## config.mk

```make
export PLATFORM = sky130hd
export DESIGN_NAME = alu_seq
export DESIGN_NICKNAME = d
export VERILOG_FILES = /design/src/rtl/alu_seq.sv
export SDC_FILE = /design/constraint.sdc
export NUM_CORES = 1
export LEC_CHECK = 0
export ABC_AREA = 1
export CORE_ASPECT_RATIO = 1.5
export CORE_MARGIN = 1
export CORE_UTILIZATION = 43
export CTS_CLUSTER_SIZE = 16
export DETAILED_ROUTE_END_ITERATION = 16
export SETUP_SLACK_MARGIN = 0.15
export SKIP_CTS_REPAIR_TIMING = 1
export SYNTH_ARGS = -nofsm -noshare
export SYNTH_HDL_FRONTEND = slang
export SYNTH_SLANG_ARGS = --single-unit
```

## constraint.sdc

```tcl
create_clock -name clk -period 6.1 [get_ports clk]
set_input_delay 1.83 -clock clk [delete_from_list [all_inputs] [get_ports clk]]
set_output_delay 1.83 -clock clk [all_outputs]
set_load 0.1 [all_outputs]
```

## src/rtl/alu_seq.sv

```systemverilog
// Sequential ALU: single-cycle arithmetic/logic/shift ops plus an iterative
// shift-add multiplier, with valid/ready handshakes on both sides.
module alu_seq #(
  parameter int WIDTH = 8
) (
  input  logic             clk,
  input  logic             rst,
  input  logic             in_valid,
  output logic             in_ready,
  input  logic [2:0]       op,
  input  logic [WIDTH-1:0] a,
  input  logic [WIDTH-1:0] b,
  output logic             out_valid,
  input  logic             out_ready,
  output logic [WIDTH-1:0] out,
  output logic [3:0]       flags
);

  localparam int SHW = $clog2(WIDTH);

  localparam logic [2:0] OP_ADD = 3'b000;
  localparam logic [2:0] OP_SUB = 3'b001;
  localparam logic [2:0] OP_AND = 3'b010;
  localparam logic [2:0] OP_OR  = 3'b011;
  localparam logic [2:0] OP_XOR = 3'b100;
  localparam logic [2:0] OP_SHL = 3'b101;
  localparam logic [2:0] OP_SHR = 3'b110;
  localparam logic [2:0] OP_MUL = 3'b111;

  typedef enum logic [1:0] {IDLE, MUL, DONE} state_t;

  state_t state, state_nxt;

  logic accept, mul_step;

  logic signed [WIDTH:0] s_sum, s_dif;
  logic [WIDTH-1:0]      alu_res;
  logic                  alu_c, alu_v;

  logic [2*WIDTH-1:0] acc, mcand, acc_nxt;
  logic [WIDTH-1:0]   mplier;
  logic [SHW-1:0]     cnt;

  function automatic logic [3:0] pack_flags(input logic c, input logic v,
                                            input logic [WIDTH-1:0] r);
    return {c, v, r[WIDTH-1], (r == '0)};
  endfunction

  // Any amount bit at or above SHW means the amount is >= WIDTH.
  function automatic logic [WIDTH-1:0] shift_op(input logic left,
                                                input logic [WIDTH-1:0] x,
                                                input logic [WIDTH-1:0] amt);
    if (|amt[WIDTH-1:SHW]) return '0;
    return left ? (x << amt[SHW-1:0]) : (x >> amt[SHW-1:0]);
  endfunction

  // Sign-extended sums give overflow directly; unsigned carry comes from wraparound.
  always_comb begin
    s_sum   = $signed({a[WIDTH-1], a}) + $signed({b[WIDTH-1], b});
    s_dif   = $signed({a[WIDTH-1], a}) - $signed({b[WIDTH-1], b});
    alu_res = '0;
    alu_c   = 1'b0;
    alu_v   = 1'b0;
    case (op)
      OP_ADD: begin
        alu_res = s_sum[WIDTH-1:0];
        alu_c   = (s_sum[WIDTH-1:0] < a);
        alu_v   = s_sum[WIDTH] ^ s_sum[WIDTH-1];
      end
      OP_SUB: begin
        alu_res = s_dif[WIDTH-1:0];
        alu_c   = (a < b);
        alu_v   = s_dif[WIDTH] ^ s_dif[WIDTH-1];
      end
      OP_AND:  alu_res = a & b;
      OP_OR:   alu_res = a | b;
      OP_XOR:  alu_res = a ^ b;
      OP_SHL:  alu_res = shift_op(1'b1, a, b);
      OP_SHR:  alu_res = shift_op(1'b0, a, b);
      default: alu_res = '0;
    endcase
  end

  assign acc_nxt = mplier[0] ? (acc + mcand) : acc;
  assign accept  = in_valid && in_ready;

  always_ff @(posedge clk or posedge rst) begin
    if (rst) state <= IDLE;
    else     state <= state_nxt;
  end

  always_comb begin
    state_nxt = state;
    case (state)
      IDLE: if (in_valid) state_nxt = (op == OP_MUL) ? MUL : DONE;
      MUL:  if (&cnt) state_nxt = DONE;
      DONE: if (out_ready) begin
        if (!in_valid)           state_nxt = IDLE;
        else if (op == OP_MUL)   state_nxt = MUL;
        else                     state_nxt = DONE;
      end
      default: state_nxt = IDLE;
    endcase
  end

  always_comb begin
    in_ready  = (state == IDLE) || ((state == DONE) && out_ready);
    out_valid = (state == DONE);
    mul_step  = (state == MUL);
  end

  // Result registers only move on accept or at the last multiply step, so
  // they stay put while a result waits in DONE.
  always_ff @(posedge clk or posedge rst) begin
    if (rst) begin
      out    <= '0;
      flags  <= '0;
      acc    <= '0;
      mcand  <= '0;
      mplier <= '0;
      cnt    <= '0;
    end else if (accept) begin
      if (op == OP_MUL) begin
        acc    <= '0;
        mcand  <= {{WIDTH{1'b0}}, a};
        mplier <= b;
        cnt    <= '0;
      end else begin
        out   <= alu_res;
        flags <= pack_flags(alu_c, alu_v, alu_res);
      end
    end else if (mul_step) begin
      acc    <= acc_nxt;
      mcand  <= mcand << 1;
      mplier <= mplier >> 1;
      cnt    <= cnt + 1'b1;
      if (&cnt) begin
        out   <= acc_nxt[WIDTH-1:0];
        flags <= pack_flags(|acc_nxt[2*WIDTH-1:WIDTH], 1'b0, acc_nxt[WIDTH-1:0]);
      end
    end
  end

endmodule

```

[After elaboration in Yosys (flattened, before gate mapping)]
Cells that the tools add are included.
Word-level totals
  register bits: 57
  input bits: 23
  output and inout bits: 14
Operators by class
  equality and inequality tests: 14
  shift-type cells: 2
  bitwise gates (word level): 5
  add/subtract/negate cells: 4
  order comparisons: 2
  multiplexer cells: 36
  reduce and logical (&&, ||, !) cells: 15
Operator list (number)
  two-way mux 16 bit: 7
  two-way mux 8 bit: 10
  case mux 8 bit (7 select lines): 1
  adder 16 bit: 1
  zero test 8 bit: 2
  less-than comparator 8 bit: 2
  two-way mux 4 bit: 4
  equality test 3 bit, second input constant: 4
  two-way mux 2 bit: 5
  adder 8 x 8 -> 9 bit: 1
  two-way mux 3 bit: 3
  AND reduction 3 bit: 3
  subtractor 8 x 8 -> 9 bit: 1
  bitwise AND 8 bit: 1
  bitwise OR 8 bit: 1
  OR reduction 8 bit: 1
  left shift 8 x 3 -> 8 bit: 1
  >> shifter 8 x 3 -> 8 bit: 1
  bitwise XOR 8 bit: 1
  equality test 3 x 2 -> 1 bit, second input constant: 2
  != test 2 x 1 -> 1 bit, second input constant: 3
  case mux 2 bit (3 select lines): 1
  OR reduction 5 bit: 1
  != test 2 bit, second input constant: 2
  other kinds (13): 19

[Longest topological paths before layout]
Gate-level depths: netlist (run 1).
  word-level depth: 8
  gate-level depth with buffers: 21
  gate-level depth less buffers: 19

[Worst setup path before layout (run 1)]
No wires, ideal clock.
  path kind: input to output
  start: input port out_ready
  end: output port in_ready
  data required time: 4.270 ns
  stages on the path: 2
  path slack: 1.138 ns
  arrival time: 3.132 ns
  buffers on the path: 0
  path through: nor2_1 nor2_1
On the way
  word-level cells in the longest chain between the ends: 2
Ends and longest elaborated chain
  from (decl): line 14  | input logic out_ready,
  logical AND 1 bit: line 107  | in_ready = (state == IDLE) || ((state == DONE) && out_ready);
  logical OR 1 bit: line 107
  to (decl): line 9  | output logic in_ready,
Every way passes these cells.

[Final worst setup path (run 1)]
Ends and elaborated chain as after synthesis.

==> results of run 1 <==
## worst reg2reg max path, delay by kind of cell (launching register included)
| family | cells | cell delay (ns) |
|---|---|---|
| fa+ha+maj | 2 | 0.72 |
| flops | 1 | 0.41 |
| simple gates | 14 | 1.37 |
## cells in the mapped netlist, drive strengths merged, types with 4 or more instances
library cell	number
a31oi	13
nand4	8
nand3	87
nor3	7
o211ai	10
ha	51
dfrtp	56
nand3b	4
o22ai	13
nor2	76
a21oi	41
buf	11
or2	4
clkbuf	13
inv	100
nand2	299
o21ai	31
## through the flow
step                hold slack (ns)  setup WS (ns)  instance area (um2)  utilization, %  cells
finish                        0.497           1.47                 6010            49.7   1023
global route                  0.524           1.24                 6010            49.7   1023
CTS                           0.505           1.48                 6010            49.7   1023
detailed placement            0.483           1.27                 5860            48.5   1015
global placement              0.469           1.30                 5860            48.5   1015
floorplan                     0.450           1.14                 5350               -    841
## cells in the final DEF (no fill, tap or decap), types with 13 or more instances in the layout
| cell | instances |
|---|---|
| sky130_fd_sc_hd__a21oi_1 | 38 |
| sky130_fd_sc_hd__a31oi_1 | 13 |
| sky130_fd_sc_hd__clkdlybuf4s50_1 | 35 |
| sky130_fd_sc_hd__dfrtp_1 | 56 |
| sky130_fd_sc_hd__ha_1 | 51 |
| sky130_fd_sc_hd__inv_1 | 87 |
| sky130_fd_sc_hd__inv_2 | 13 |
| sky130_fd_sc_hd__nand2_1 | 299 |
| sky130_fd_sc_hd__nand3_1 | 82 |
| sky130_fd_sc_hd__nor2_1 | 74 |
| sky130_fd_sc_hd__o21ai_0 | 29 |
| sky130_fd_sc_hd__o22ai_1 | 13 |
## sequential cells by signal (all words and copies together) (netlist names)
signal	flops
mcand	16
acc	16
mplier	8
cnt	3
out	7
flags	4
state	2
## final timing paths
kind / cells after the start / endpoint / from
min in group asynchronous: 2 / state[1] / rst
min: 2 / flags[2] / flags[2]
max: 4 / in_ready / out_ready
max reg2reg: 16 / flags[3] / mcand[0]
max in group asynchronous: 3 / acc[7] / rst
min reg2reg: 2 / flags[2] / flags[2]
## metal layers
layer | GRT usage [%] | vias to the layer above
li1 | - | 2795
met4 | 14.7 | 0
met2 | 52.8 | 130
met5 | 0 | -
met1 | 30.0 | 2583
met3 | 2.63 | 45
## cell families after synthesis
family / count (synthesis) / synth area share, %
AO/OA/AOI/OAI: 115 / 12.5
AND/OR/NAND/NOR: 486 / 38.3
flip-flops: 56 / 26.2
buffers and inverters: 125 / 9.17
adder cells (fa/ha/maj): 54 / 13.0
XOR/XNOR: 5 / 0.818
## power by group through the flow
stage / Sequential, uW / Combinational (uW) / Clock (uW)
after global routing: 667 / 1470 / 309
after CTS: 648 / 1310 / 299
after global placement: 650 / 1280 / 0
after detailed placement: 655 / 1300 / 0
after floorplan: 754 / 850 / 0
final: 647 / 1310 / 293
## cell type report
type / count / area share (%)
Clock buffer: 6 / 2.14
Clock inverter: 2 / 0.271
Inverter: 101 / 6.31
Multi-Input combinational cell: 660 / 57.7
Sequential cell: 56 / 23.3
Tap cell: 153 / 3.19
Timing Repair Buffer: 45 / 7.08
==> out/results.tsv, run 1 <==
stage	metric	value	unit
route	length of routed met3 wiring	527	um
power	overall power	2250	uW
power	leakage	0.00315	uW
finish	sequential standard cell area	1400	um2
power	net switching fraction of the power	51.3	%
synthesis	proportion of register bits with asynchronous set or reset after synthesis	100	%
worst_hold_path	classification of the worst-slack hold path	register to register	
power	register share of total power	28.7	%
timing	worst-case headroom to the max-slew limit	30.0	%
timing	final critical-path required period	4.63	ns
place	total half-perimeter wirelength after legalization and detailed placement	14.0	mm
clock_tree	clock root buffer	sky130_fd_sc_hd__clkbuf_16	
timing	setup total negative slack	0	ns
floorplan	# IOs	37	
finish	area used by multi-input combinational logic	3470	um2
synthesis	synthesized net count	918	
route	Detail Route Antenna Nets	0	
route	uppermost routed layer	met4	
setup_path	highest-delay cell along the critical path	sky130_fd_sc_hd__clkdlybuf4s50_1	
power	power density of the placed cells	374	nW/um2
floorplan	starting density of the core	44.3	%
route	routed length on met2	9.33	mm
power	Peak supply drop	0.000156	V
synthesis	Cell Area, Synth	5350	um2
timing	final clock period utilization by the worst path	75.8	%
clock_tree	TritonCTS clock tree	done	
setup_path	Worst setup SP type	input port	
synthesis	warning count from the yosys run	0	
timing	final setup vio count	0	
timing	Final Max Slew Viols	0	
route	Detailed Route WL	17.4	mm
route	DR pass1 iterations	4	
finish	ratio of cells with drive above 1 in the final layout	5.17	%
power	power share of the clock group	13.0	%
synthesis	Unique masters post-synth	39	
floorplan	Die Area	12900	um2
setup_path	data required time at the worst endpoint	4.27	ns
synthesis	number of storage elements in the synthesis netlist	56	
route	Met1 Routed Length	6.74	mm
setup_path	top fanout value on the critical path	2	
route	drt drc	0	
synthesis	EDFF count, synth	0	
clock_tree	insertion delay to the later sink of the worst-skew pair	0.30	ns
finish	number of nets in the layout	946	
timing	number of hold-slack violations in the final timing report	0	
finish	layout-stage area growth over the synthesis result	12.3	%
setup_path	type of the worst setup path	input port to output pin	
timing	post-route clock skew	0.00966	ns
floorplan	core box area	12100	um2
clock_tree	Clock transition at path regs	0.08	ns
floorplan	number of placement rows	49	
setup_path	most common cell type on the critical path	sky130_fd_sc_hd__nor2_1	
synthesis	synthesized area per cell	6.36	um2
synthesis	part of the Yosys area used for sequential elements	26.2	%
grt	GRT Total Usage	28.0	%
setup_path	critical path's largest stage delay	0.49	ns
finish	filler cell count	1307	
route	Starting DRT DRC Count	233	
route	vias after detailed routing	5553	
synthesis	number of instances in the synthesized netlist	841	
floorplan	x dimension of the die	93.1	um
timing	Max Fclk	216	MHz
clock_tree	Clock Tree Buf Depth	2	
setup_path	CP cell instances	clkdlybuf4s50_1 > nor2_1 > nor2_1 > buf_4	
route	number of vias per cell	5.43	
job	Max Cap Violations	0	
clock_tree	number of sinks driven by the clock tree	56	
grt	vias in the first global route	5493	
power	internal power	1090	uW
timing	unrepaired setup endpoints after global routing	no	
setup_path	cell family with the largest share of critical-path delay	buffers and inverters	
power	combinational power share	58.2	%
clock_tree	cts bufs inserted	5	
place	count of buffers inserted at the top-level ports	36	
setup_path	number of buffers and inverters on the critical path	2	
synthesis	most used flip-flop cell after synthesis	sky130_fd_sc_hd__dfrtp_1	
timing	Worst Max-Slew Pin Slew	1.05	ns
setup_path	critical path data arrival time	2.80	ns
status	run status	finished, final reports clean	
grt	pin count of the biggest net entering global routing	37	
synthesis	share of the synthesized area in the top cell type	26.2	%
place	last weighted congestion value of the routability-driven placer	0.882	
floorplan	die span in y	139	um
grt	grt total ovfl	0	
power	switching power	1150	uW
grt	antenna violations before repair	0	
setup_path	internal reg-to-reg setup slack	3.46	ns
grt	wire length of the first global-routing pass	27.9	mm
synthesis	most area-hungry cell type in the Yosys netlist	sky130_fd_sc_hd__dfrtp_1	
route	post-DR wirelength/cell	17.1	um
synthesis	cell types occupying the most area after synthesis	sky130_fd_sc_hd__dfrtp_1 26%, sky130_fd_sc_hd__nand2_1 21%, sky130_fd_sc_hd__ha_1 12%	
clock_tree	# H-tree levels	2	
finish	number of diodes	0	
setup_path	Critical Path End Type	output pin	
Power figures use the tool's default switching activity.
==> run 2, diff against run 1 <==
==> constraint.sdc (replaced) <==
create_clock -name clk -period 3.7 [get_ports clk]
set_input_delay 1.11 -clock clk [delete_from_list [all_inputs] [get_ports clk]]
set_output_delay 1.11 -clock clk [all_outputs]
set_load 0.1 [all_outputs]
==> run 2 against run 1 <==
Against the previous run: non-clock buffer count rose by 45; worst setup slack got worse by 1.2 ns; core utilization rose by 2.9 points; flip-flop and latch count did not move; largest cell class unchanged; total power rose by 68%; largest power group unchanged; via count rose by 3.3%; sequential share of layout area fell by 1.3 points; clock-buffer cell count fell by 1; global-route usage rose by 1.4 points; sequential power rose by 65%; register-to-register slack got worse by 2.4 ns; critical path depth rose by 8.
==> out/results.tsv, run 2 (synthesized netlist as in run 1, its figures left out) <==
stage	metric	value	unit	change
grt	grt total ovfl	0		unchanged
grt	antenna violations before repair	0		unchanged
timing	Max Fclk	296	MHz	
timing	setup total negative slack	0	ns	unchanged
setup_path	type of the worst setup path	input port to register		
route	DR pass1 iterations	5		+1
setup_path	number of buffers and inverters on the critical path	1		-1
timing	final critical-path required period	3.38	ns	
worst_hold_path	number of cells traversed by the worst hold path	1		-1
timing	final setup vio count	0		unchanged
finish	area used by multi-input combinational logic	3490	um2	+0.61%
clock_tree	TritonCTS clock tree	done		
floorplan	# IOs	37		unchanged
finish	number of nets in the layout	991		+4.8%
finish	highest-count cells in the layout ignoring fill and taps	299 x sky130_fd_sc_hd__nand2_1, 86 x sky130_fd_sc_hd__inv_1, 82 x sky130_fd_sc_hd__nand3_1		
finish	sequential standard cell area	1400	um2	unchanged
clock_tree	Clock Tree Buf Depth	2		unchanged
clock_tree	cts bufs inserted	5		unchanged
grt	pin count of the biggest net entering global routing	42		+14%
setup_path	Worst setup SP type	input port		
setup_path	number of stages on the worst setup path	12		+8
route	number of vias per cell	5.37		-1.0%
setup_path	top fanout value on the critical path	4		+2
floorplan	x dimension of the die	93.1	um	unchanged
power	switching power	1930	uW	+67%
setup_path	highest-delay cell along the critical path	sky130_fd_sc_hd__fa_1		
clock_tree	Clock transition at path regs	0.08	ns	about the same
floorplan	starting density of the core	44.3	%	unchanged
setup_path	critical path's largest stage delay	0.48	ns	about the same
clock_tree	# H-tree levels	2		unchanged
setup_path	data required time at the worst endpoint	3.90	ns	-0.37 ns
grt	GRT Total Usage	29.4	%	+1.4 points
job	Max Cap Violations	0		unchanged
setup_path	reg2reg path depth	16		unchanged
grt	wire length of the first global-routing pass	29.0	mm	+4.0%
timing	unrepaired setup endpoints after global routing	no		
clock_tree	clock root buffer	sky130_fd_sc_hd__clkbuf_16		
route	Detailed Route WL	18.3	mm	+4.7%
timing	final clock period utilization by the worst path	91.4	%	
floorplan	Die Area	12900	um2	unchanged
power	combinational power share	58.5	%	+0.3 points
power	power density of the placed cells	593	nW/um2	+59%
place	last weighted congestion value of the routability-driven placer	0.909		+3.1%
setup_path	CP cell instances	clkdlybuf4s50_1 > ha_1 > fa_1 > xor2_1 > ha_1 > nand2_1 > o21ai_0 > nand4_1 > o2111ai_1 > a31oi_1 > nand2_1 > nand2_1		
finish	number of diodes	0		unchanged
power	net switching fraction of the power	51.2	%	-0.14 points
power	power share of the clock group	13.1	%	about the same
finish	largest registers	acc x16, mcand x16, mplier x8		
setup_path	Critical Path End Type	register		
power	overall power	3770	uW	+68%
finish	most common cell after layout, fill and taps aside	sky130_fd_sc_hd__nand2_1		
route	Starting DRT DRC Count	265		+14%
place	count of buffers inserted at the top-level ports	36		unchanged
clock_tree	insertion delay to the later sink of the worst-skew pair	0.31	ns	about the same
status	run status	finished, final reports clean		
floorplan	core box area	12100	um2	unchanged
timing	number of hold-slack violations in the final timing report	0		unchanged
route	vias after detailed routing	5737		+3.3%
grt	vias in the first global route	5831		+6.2%
power	register share of total power	28.3	%	-0.4 points
timing	Worst Max-Slew Pin Slew	1.02	ns	-0.0292 ns
route	Detail Route Antenna Nets	0		unchanged
timing	Final Max Slew Viols	0		unchanged
timing	post-route clock skew	0.00756	ns	-0.00210 ns
setup_path	critical path data arrival time	3.58	ns	+0.78 ns
power	internal power	1840	uW	+68%
route	post-DR wirelength/cell	17.1	um	+0.27%
route	drt drc	0		unchanged
setup_path	cell family with the largest share of critical-path delay	adder cells		
setup_path	most common cell type on the critical path	sky130_fd_sc_hd__nand2_1		
timing	worst-case headroom to the max-slew limit	32.0	%	+2.1 points
power	Peak supply drop	0.000251	V	+62%
clock_tree	number of sinks driven by the clock tree	56		unchanged
floorplan	die span in y	139	um	unchanged
finish	layout-stage area growth over the synthesis result	18.8	%	
place	total half-perimeter wirelength after legalization and detailed placement	14.9	mm	+6.3%
worst_hold_path	classification of the worst-slack hold path	register to register		
floorplan	number of placement rows	49		unchanged
finish	ratio of cells with drive above 1 in the final layout	11.9	%	+6.7 points
power	leakage	0.00340	uW	+8.1%
finish	filler cell count	1232		-5.7%
setup_path	internal reg-to-reg setup slack	1.08	ns	-2.38 ns
run 2: cell types whose count changed in the layout (fill, tap and decap cells not counted), sizes merged:
cell,delta
clkdlybuf4s50,-15
clkbuf,-1
buf,+58
clkinvlp,+1
dlymetal6s2s,+2
run 2: final timing paths:
kind	startpoint	to
min in group asynchronous	rst	state[1]
max reg2reg	acc[0]	flags[3]
max in group asynchronous	rst	mplier[5]
min reg2reg	cnt[0]	cnt[0]
max	a[0]	flags[3]
min	cnt[0]	cnt[0]
run 2: final cells by class:
class,count,share of cell area (%)
Timing Repair Buffer,90,11.8
Tap cell,153,3.01
Clock buffer,5,1.97
Multi-Input combinational cell,660,54.8
Sequential cell,56,22.0
Clock inverter,3,0.374
Inverter,101,5.96
run 2: routing by layer:
layer  GRT usage (%)  vias up  routed length (um)
met1            29.3     2682                6650
li1                -     2879                   -
met5               0        -                   0
met3            3.07       54                 520
met2            57.0      122               10100
met4            16.8        0                1040
run 2: worst reg2reg max path, cell delays in order, from the launching register on:
cell	delay (ns)
sky130_fd_sc_hd__dfrtp_1	0.41
sky130_fd_sc_hd__ha_1	0.29
sky130_fd_sc_hd__fa_1	0.44
sky130_fd_sc_hd__nand3_1	0.10
sky130_fd_sc_hd__nand2_1	0.12
sky130_fd_sc_hd__nand2_1	0.11
sky130_fd_sc_hd__nand2_1	0.09
sky130_fd_sc_hd__nand2_1	0.09
sky130_fd_sc_hd__nand2_1	0.07
sky130_fd_sc_hd__nand2_1	0.07
sky130_fd_sc_hd__nand3_1	0.08
sky130_fd_sc_hd__nand2_1	0.11
sky130_fd_sc_hd__nand2_1	0.06
sky130_fd_sc_hd__nor2_1	0.19
sky130_fd_sc_hd__nand3_1	0.17
sky130_fd_sc_hd__nand2_1	0.09
sky130_fd_sc_hd__nand2_1	0.04
run 2: power groups by stage:
stage | combinational, uW | sequential (uW) | clock [uW]
floorplan | 1400 | 1240 | 0
global placement | 2160 | 1080 | 0
detailed placement | 2200 | 1080 | 0
CTS | 2210 | 1070 | 504
global route | 2460 | 1100 | 534
finish | 2210 | 1070 | 495
run 2: through the flow:
step	hold slack, ns	utilization (%)	cell area [um2]	std cells	setup WS, ns
6_report	0.495	52.7	6360	1068	0.317
5_1_grt	0.532	52.7	6360	1068	0.154
4_1_cts	0.501	52.4	6330	1068	0.278
3_5_place_dp	0.483	51.2	6180	1060	-0.0336
3_3_place_gp	0.464	51.2	6180	1060	0.0504
2_1_floorplan	0.450	-	5350	841	0.178
